`src/rtl/mem_access_unit.sv`:
```
// mem_access_unit: multi-cycle req/ack memory access stage that feeds IR/MDR and stalls the MIPS controller.
// Optional MEM_TIMEOUT_EN aborts a REQ that waits TIMEOUT cycles without ack. Rev 1.0.
`default_nettype none

module mem_access_unit #(
  parameter int ADDR_W  = 32,
  parameter int DATA_W  = 32,
  parameter int TIMEOUT = 255
) (
  input  logic              clk_i,
  input  logic              rst_ni,
  input  logic              start_i,
  input  logic              iord_i,
  input  logic              mem_write_i,
  input  logic              instr_latch_i,
  input  logic [ADDR_W-1:0] pc_i,
  input  logic [ADDR_W-1:0] alu_out_i,
  input  logic [DATA_W-1:0] wd_i,
  output logic [DATA_W-1:0] instr_o,
  output logic [5:0]        op_o,
  output logic [5:0]        funct_o,
  output logic [DATA_W-1:0] mdr_o,
  output logic              busy_o,
  output logic              done_o,
  output logic              fault_o,
  output logic              bus_req_o,
  output logic              bus_we_o,
  output logic [ADDR_W-1:0] bus_addr_o,
  output logic [DATA_W-1:0] bus_wdata_o,
  input  logic              bus_ack_i,
  input  logic [DATA_W-1:0] bus_rdata_i
);

  localparam logic [1:0] S_IDLE = 2'd0;
  localparam logic [1:0] S_REQ  = 2'd1;
  localparam logic [1:0] S_DONE = 2'd2;
  localparam logic [1:0] S_ERR  = 2'd3;

  if (TIMEOUT < 1) begin : g_bad_timeout
    $error("mem_access_unit: TIMEOUT must be at least 1");
  end

  logic [1:0]        state_q, state_d;
  logic [ADDR_W-1:0] addr_q, addr_d;
  logic [DATA_W-1:0] wdata_q, wdata_d;
  logic              we_q, we_d;
  logic              il_q, il_d;
  logic [DATA_W-1:0] instr_q, instr_d;
  logic [DATA_W-1:0] mdr_q, mdr_d;
  logic              fault_q, fault_d;
  logic [ADDR_W-1:0] req_addr;
  logic              timeout_hit;

  assign req_addr = iord_i ? alu_out_i : pc_i;

`ifdef MEM_TIMEOUT_EN
  localparam int CNT_W = ($clog2(TIMEOUT + 1) > 8) ? $clog2(TIMEOUT + 1) : 8;
  logic [CNT_W-1:0] cnt_q, cnt_d;

  // cnt_q counts completed REQ cycles without ack; the TIMEOUT-th such cycle aborts.
  assign timeout_hit = (cnt_q == CNT_W'(TIMEOUT - 1));

  always_comb begin
    cnt_d = cnt_q;
    if (state_q == S_IDLE && start_i) begin
      cnt_d = '0;
    end else if (state_q == S_REQ && !bus_ack_i) begin
      cnt_d = cnt_q + CNT_W'(1);
    end
  end

  always_ff @(posedge clk_i or negedge rst_ni) begin
    if (!rst_ni) cnt_q <= '0;
    else         cnt_q <= cnt_d;
  end
`else
  assign timeout_hit = 1'b0;
`endif

  always_ff @(posedge clk_i or negedge rst_ni) begin
    if (!rst_ni) state_q <= S_IDLE;
    else         state_q <= state_d;
  end

  always_comb begin
    state_d = state_q;
    case (state_q)
      S_IDLE: if (start_i) state_d = (req_addr[1:0] != 2'b00) ? S_ERR : S_REQ;
      S_REQ: begin
        if (bus_ack_i)        state_d = S_DONE;
        else if (timeout_hit) state_d = S_ERR;
      end
      S_DONE:  state_d = S_IDLE;
      S_ERR:   state_d = S_IDLE;
      default: state_d = S_IDLE;
    endcase
  end

  always_comb begin
    bus_req_o = (state_q == S_REQ);
    bus_we_o  = we_q & (state_q == S_REQ);
    done_o    = (state_q == S_DONE) || (state_q == S_ERR);
    busy_o    = start_i || ((state_q != S_IDLE) && (state_q != S_DONE));
  end

  always_comb begin
    addr_d  = addr_q;
    wdata_d = wdata_q;
    we_d    = we_q;
    il_d    = il_q;
    instr_d = instr_q;
    mdr_d   = mdr_q;
    fault_d = fault_q;
    if (state_q == S_IDLE && start_i) begin
      addr_d  = {req_addr[ADDR_W-1:2], 2'b00};
      wdata_d = wd_i;
      we_d    = mem_write_i;
      il_d    = instr_latch_i;
    end
    if (state_q == S_REQ && bus_ack_i && !we_q) begin
      if (il_q) instr_d = bus_rdata_i;
      else      mdr_d   = bus_rdata_i;
    end
    // Raised on the edge that enters ERR so fault and done appear together.
    if (state_d == S_ERR) fault_d = 1'b1;
  end

  always_ff @(posedge clk_i or negedge rst_ni) begin
    if (!rst_ni) begin
      addr_q  <= '0;
      wdata_q <= '0;
      we_q    <= 1'b0;
      il_q    <= 1'b0;
      instr_q <= '0;
      mdr_q   <= '0;
      fault_q <= 1'b0;
    end else begin
      addr_q  <= addr_d;
      wdata_q <= wdata_d;
      we_q    <= we_d;
      il_q    <= il_d;
      instr_q <= instr_d;
      mdr_q   <= mdr_d;
      fault_q <= fault_d;
    end
  end

  assign instr_o     = instr_q;
  assign op_o        = instr_q[31:26];
  assign funct_o     = instr_q[5:0];
  assign mdr_o       = mdr_q;
  assign fault_o     = fault_q;
  assign bus_addr_o  = addr_q;
  assign bus_wdata_o = wdata_q;

endmodule

`default_nettype wire

```
`config.mk`:
```
export PLATFORM = sky130hd
export DESIGN_NAME = mem_access_unit
export DESIGN_NICKNAME = d
export VERILOG_FILES = /design/src/rtl/mem_access_unit.sv
export SDC_FILE = /design/constraint.sdc
export NUM_CORES = 1
export LEC_CHECK = 0
export CORE_ASPECT_RATIO = 0.8
export CORE_UTILIZATION = 35
export CTS_CLUSTER_DIAMETER = 60
export CTS_CLUSTER_SIZE = 28
export DETAILED_ROUTE_END_ITERATION = 8
export DONT_BUFFER_PORTS = 1
export PLACE_DENSITY = 0.53
export SLEW_MARGIN = 25
export SYNTH_ARGS = -nofsm -noshare
export SYNTH_HDL_FRONTEND = slang
export SYNTH_SLANG_ARGS = --single-unit
```
`constraint.sdc`:
```
create_clock -name clk_i -period 3.9 [get_ports clk_i]
set_clock_uncertainty 0.05 [all_clocks]
set_input_delay 0.585 -clock clk_i [delete_from_list [all_inputs] [get_ports clk_i]]
set_output_delay 0.585 -clock clk_i [all_outputs]
set_load 0.05 [all_outputs]
```
==> results.rst <==
.. list-table::
   :header-rows: 1

   * - Metric
     - Value
   * - Run status
     - complete, no violations
   * - Chip Width
     - 141 um
   * - YS warnings
     - 0
   * - Most instantiated flip-flop cell in the synthesis netlist
     - sky130_fd_sc_hd__dfrtp_1
   * - Clk sinks
     - 131
   * - Number of rows created at floorplan
     - 40
   * - Number of setup violations in the final report
     - 0
   * - Share of cells above drive strength 1
     - 36.9%
   * - Core ar.
     - 15,000 um2
   * - Clock latency on the worst-skew pair
     - 400 ps
   * - Clock buffer count from CTS
     - 17
   * - Kind of start point of the critical path
     - flip-flop
   * - Clock slew seen by the registers of the worst setup and hold paths
     - 60 ps
   * - R2R Path Start
     - state_q[1]
   * - Post-Syn Instances
     - 369
   * - Placer's final routability congestion estimate
     - 0.721
   * - Initial antenna violation count
     - 0
   * - Number of enable-type register cells in the synthesized netlist
     - 0
   * - Full die area
     - 15,900 um2
   * - Global route overflow
     - 0
   * - Endpoint of the worst-slack reg-to-reg timing path
     - instr_o[16]
   * - Cell area after synthesis
     - 5390 um2
   * - Share of synthesized registers carrying an async set or reset
     - 100%
   * - Buffer depth of the longest clock path
     - 2
   * - Fmax
     - 0.396 GHz
   * - Largest fanout on the critical path
     - 4
   * - Layout area overhead
     - 13.9%
   * - Total of buffers placed on input and output ports
     - 0
   * - Vias in the first global route
     - 2,898
   * - Worst path bufs/invs
     - 1
   * - Worst-case register-to-register setup slack
     - 1640 ps
   * - Slew Limit Headroom
     - 35.7%
   * - Beginning of the critical path
     - state_q[1]
   * - Length of the first detailed-routing pass in iterations
     - 4
   * - Clock root buffer master
     - sky130_fd_sc_hd__clkbuf_16
   * - Total number of vias
     - 2,781
   * - Delay of the slowest critical-path stage
     - 610 ps
   * - Cell variety after synth
     - 26
   * - Max cap viols
     - 0
   * - # IOs
     - 280
   * - Data arrival, critical path
     - 1890 ps
   * - Worst reg2reg path depth
     - 4
   * - Postcts setup bufs
     - 0
   * - Via density per instance
     - 4.97
   * - Initial Util
     - 35.9%
   * - Count of nets left with antenna violations after detail routing
     - 0
   * - Setup crit end kind
     - output port
   * - Cell with the biggest individual delay on the critical path
     - sky130_fd_sc_hd__dfrtp_1
   * - GR Util All Layers
     - 13.9%
   * - Total negative setup slack
     - 0 ps
   * - Final-report max-slew violation count
     - 0
   * - Critical path cell sequence
     - nor2b_1, buf_4, and2_1
   * - Util after Layout
     - 40.9%
   * - Final worst-path cycle share
     - 64.8%
   * - Worst setup path endpoint
     - bus_we_o
   * - Count of routing violations after the opening detailed-route iteration
     - 72
   * - Wirelength, routed
     - 10.9 mm
   * - HPWL after detailed placement
     - 7.30 mm
   * - CTS tree
     - built
   * - Flops & latches, synth
     - 131
   * - Fraction of the yosys area taken by sequential cells
     - 60.8%
   * - Slew at the pin closest to its max-slew limit
     - 964 ps
   * - Maximum level of the CTS H-tree
     - 4
   * - Vertical die dimension
     - 113 um
   * - WL/cell
     - 19.5 um
   * - Path type of the worst min-delay path
     - primary input to asynchronous set/reset pin
   * - DRC
     - 0
   * - Final period demand of the worst path
     - 2530 ps
   * - Average cell area after synthesis
     - 14.6 um2
   * - First-pass GRT wire length
     - 16.4 mm
   * - Crit-path leading delay family
     - simple AND/OR/NAND/NOR gates
   * - Hold Vio Cnt, Final
     - 0
   * - Number of nets at the end of the flow
     - 493
   * - Count of inserted antenna diode cells
     - 0
   * - Unrepaired setup endpoints after global routing
     - false
   * - Endpoint required time on the critical path
     - 3260 ps
   * - Instance count on the critical path
     - 3
   * - Worst setup path class
     - flip-flop to output port
   * - Pin count of the biggest net entering global routing
     - 132
[metrics by stage]
step	cell area (um2)	instances	setup WS, ps	hold slack [ps]
floorplan	5390	370	1520	239
global placement	5470	527	1650	242
detailed placement	5470	527	1640	242
CTS	6140	560	1340	117
global route	6140	560	1280	118
finish	6140	560	1370	52.7
[layout make-up]
| class | instances | area, um2 |
|---|---|---|
| Fill cell | 1391 | 8880 |
| Sequential cell | 131 | 3280 |
| Multi-Input combinational cell | 202 | 1900 |
| Clock buffer | 22 | 474 |
| Tap cell | 189 | 236 |
| Clock inverter | 10 | 171 |
| Timing Repair Buffer | 5 | 70.1 |
| Inverter | 1 | 3.75 |
[kinds of logic after synthesis]
| logic type | synth area share [%] |
|---|---|
| AOI/OAI and AO/OA | 3.09 |
| other | 0.0696 |
| DFF | 60.8 |
| buffers and inverters | 4.15 |
| muxes | 28.1 |
| and+or+nand+nor | 3.74 |
[registers in the layout, indices dropped and copies added (netlist names)]
| signal | cells |
|---|---|
| mdr_o | 32 |
| fault_o | 1 |
| bus_wdata_o | 32 |
| instr_o | 32 |
| bus_addr_o | 30 |
| state_q | 2 |
| il_q | 1 |
| we_q | 1 |
[metal layers]
layer  track usage (%)  vias up  share of wire, %
li1                  -     1245                 -
met1              15.8     1353                40
met2              22.0      170                47
met3              7.53       13                11
met4              5.65        0               1.5
met5                 0        -                 0
[cell usage after synthesis (2+ instances only)]
master,number,area [um2]
sky130_fd_sc_hd__dfrtp_1,131,3280
sky130_fd_sc_hd__buf_2,8,40.0
sky130_fd_sc_hd__nor2_1,30,113
sky130_fd_sc_hd__mux2_2,66,743
sky130_fd_sc_hd__clkbuf_1,6,22.5
sky130_fd_sc_hd__buf_6,3,33.8
sky130_fd_sc_hd__buf_4,14,105
sky130_fd_sc_hd__mux2_4,30,450
sky130_fd_sc_hd__mux2_1,2,22.5
sky130_fd_sc_hd__a21oi_1,30,150
sky130_fd_sc_hd__mux2i_1,30,300
sky130_fd_sc_hd__buf_1,5,18.8
[layout by cell type, fill, tap and decap left out, types with 2 or more instances in the layout]
master | synthesis | layout
sky130_fd_sc_hd__clkbuf_8 | 0 | 3
sky130_fd_sc_hd__dfrtp_1 | 131 | 131
sky130_fd_sc_hd__conb_1 | 1 | 2
sky130_fd_sc_hd__mux2_2 | 66 | 66
sky130_fd_sc_hd__clkinv_4 | 0 | 3
sky130_fd_sc_hd__clkbuf_16 | 0 | 17
sky130_fd_sc_hd__a21oi_1 | 30 | 30
sky130_fd_sc_hd__inv_6 | 0 | 2
sky130_fd_sc_hd__or3b_2 | 1 | 2
sky130_fd_sc_hd__clkbuf_1 | 6 | 2
sky130_fd_sc_hd__bufinv_16 | 0 | 4
sky130_fd_sc_hd__mux2i_1 | 30 | 30
sky130_fd_sc_hd__nor2_1 | 30 | 30
sky130_fd_sc_hd__mux2_4 | 30 | 30
sky130_fd_sc_hd__mux2_1 | 2 | 2
sky130_fd_sc_hd__buf_4 | 14 | 3
[what timing repair did]
item,4_1_cts,5_1_grt
hold endpoints to repair,131,0
hold buffers,1,0
resized for setup,0,0
[worst min path at each step]
stage                 from        endpoint  slack [ps]  depth (start not counted)
floorplan           rst_ni  bus_addr_o[10]         240                          0
global placement    rst_ni       mdr_o[26]         240                          0
detailed placement  rst_ni       mdr_o[26]         240                          0
CTS                 rst_ni       mdr_o[26]         120                          1
global route        rst_ni       mdr_o[28]         120                          1
finish              rst_ni       mdr_o[28]          50                          1
[worst register-to-register path, stage by stage, from the launching register on]
cell	delay [ps]
sky130_fd_sc_hd__dfrtp_1	610
sky130_fd_sc_hd__nand3b_4	300
sky130_fd_sc_hd__or3b_2	470
sky130_fd_sc_hd__buf_4	330
sky130_fd_sc_hd__mux2_4	380
Power is not shown: default switching activity piles up to over one toggle a cycle in this logic, so the estimate is an artifact.
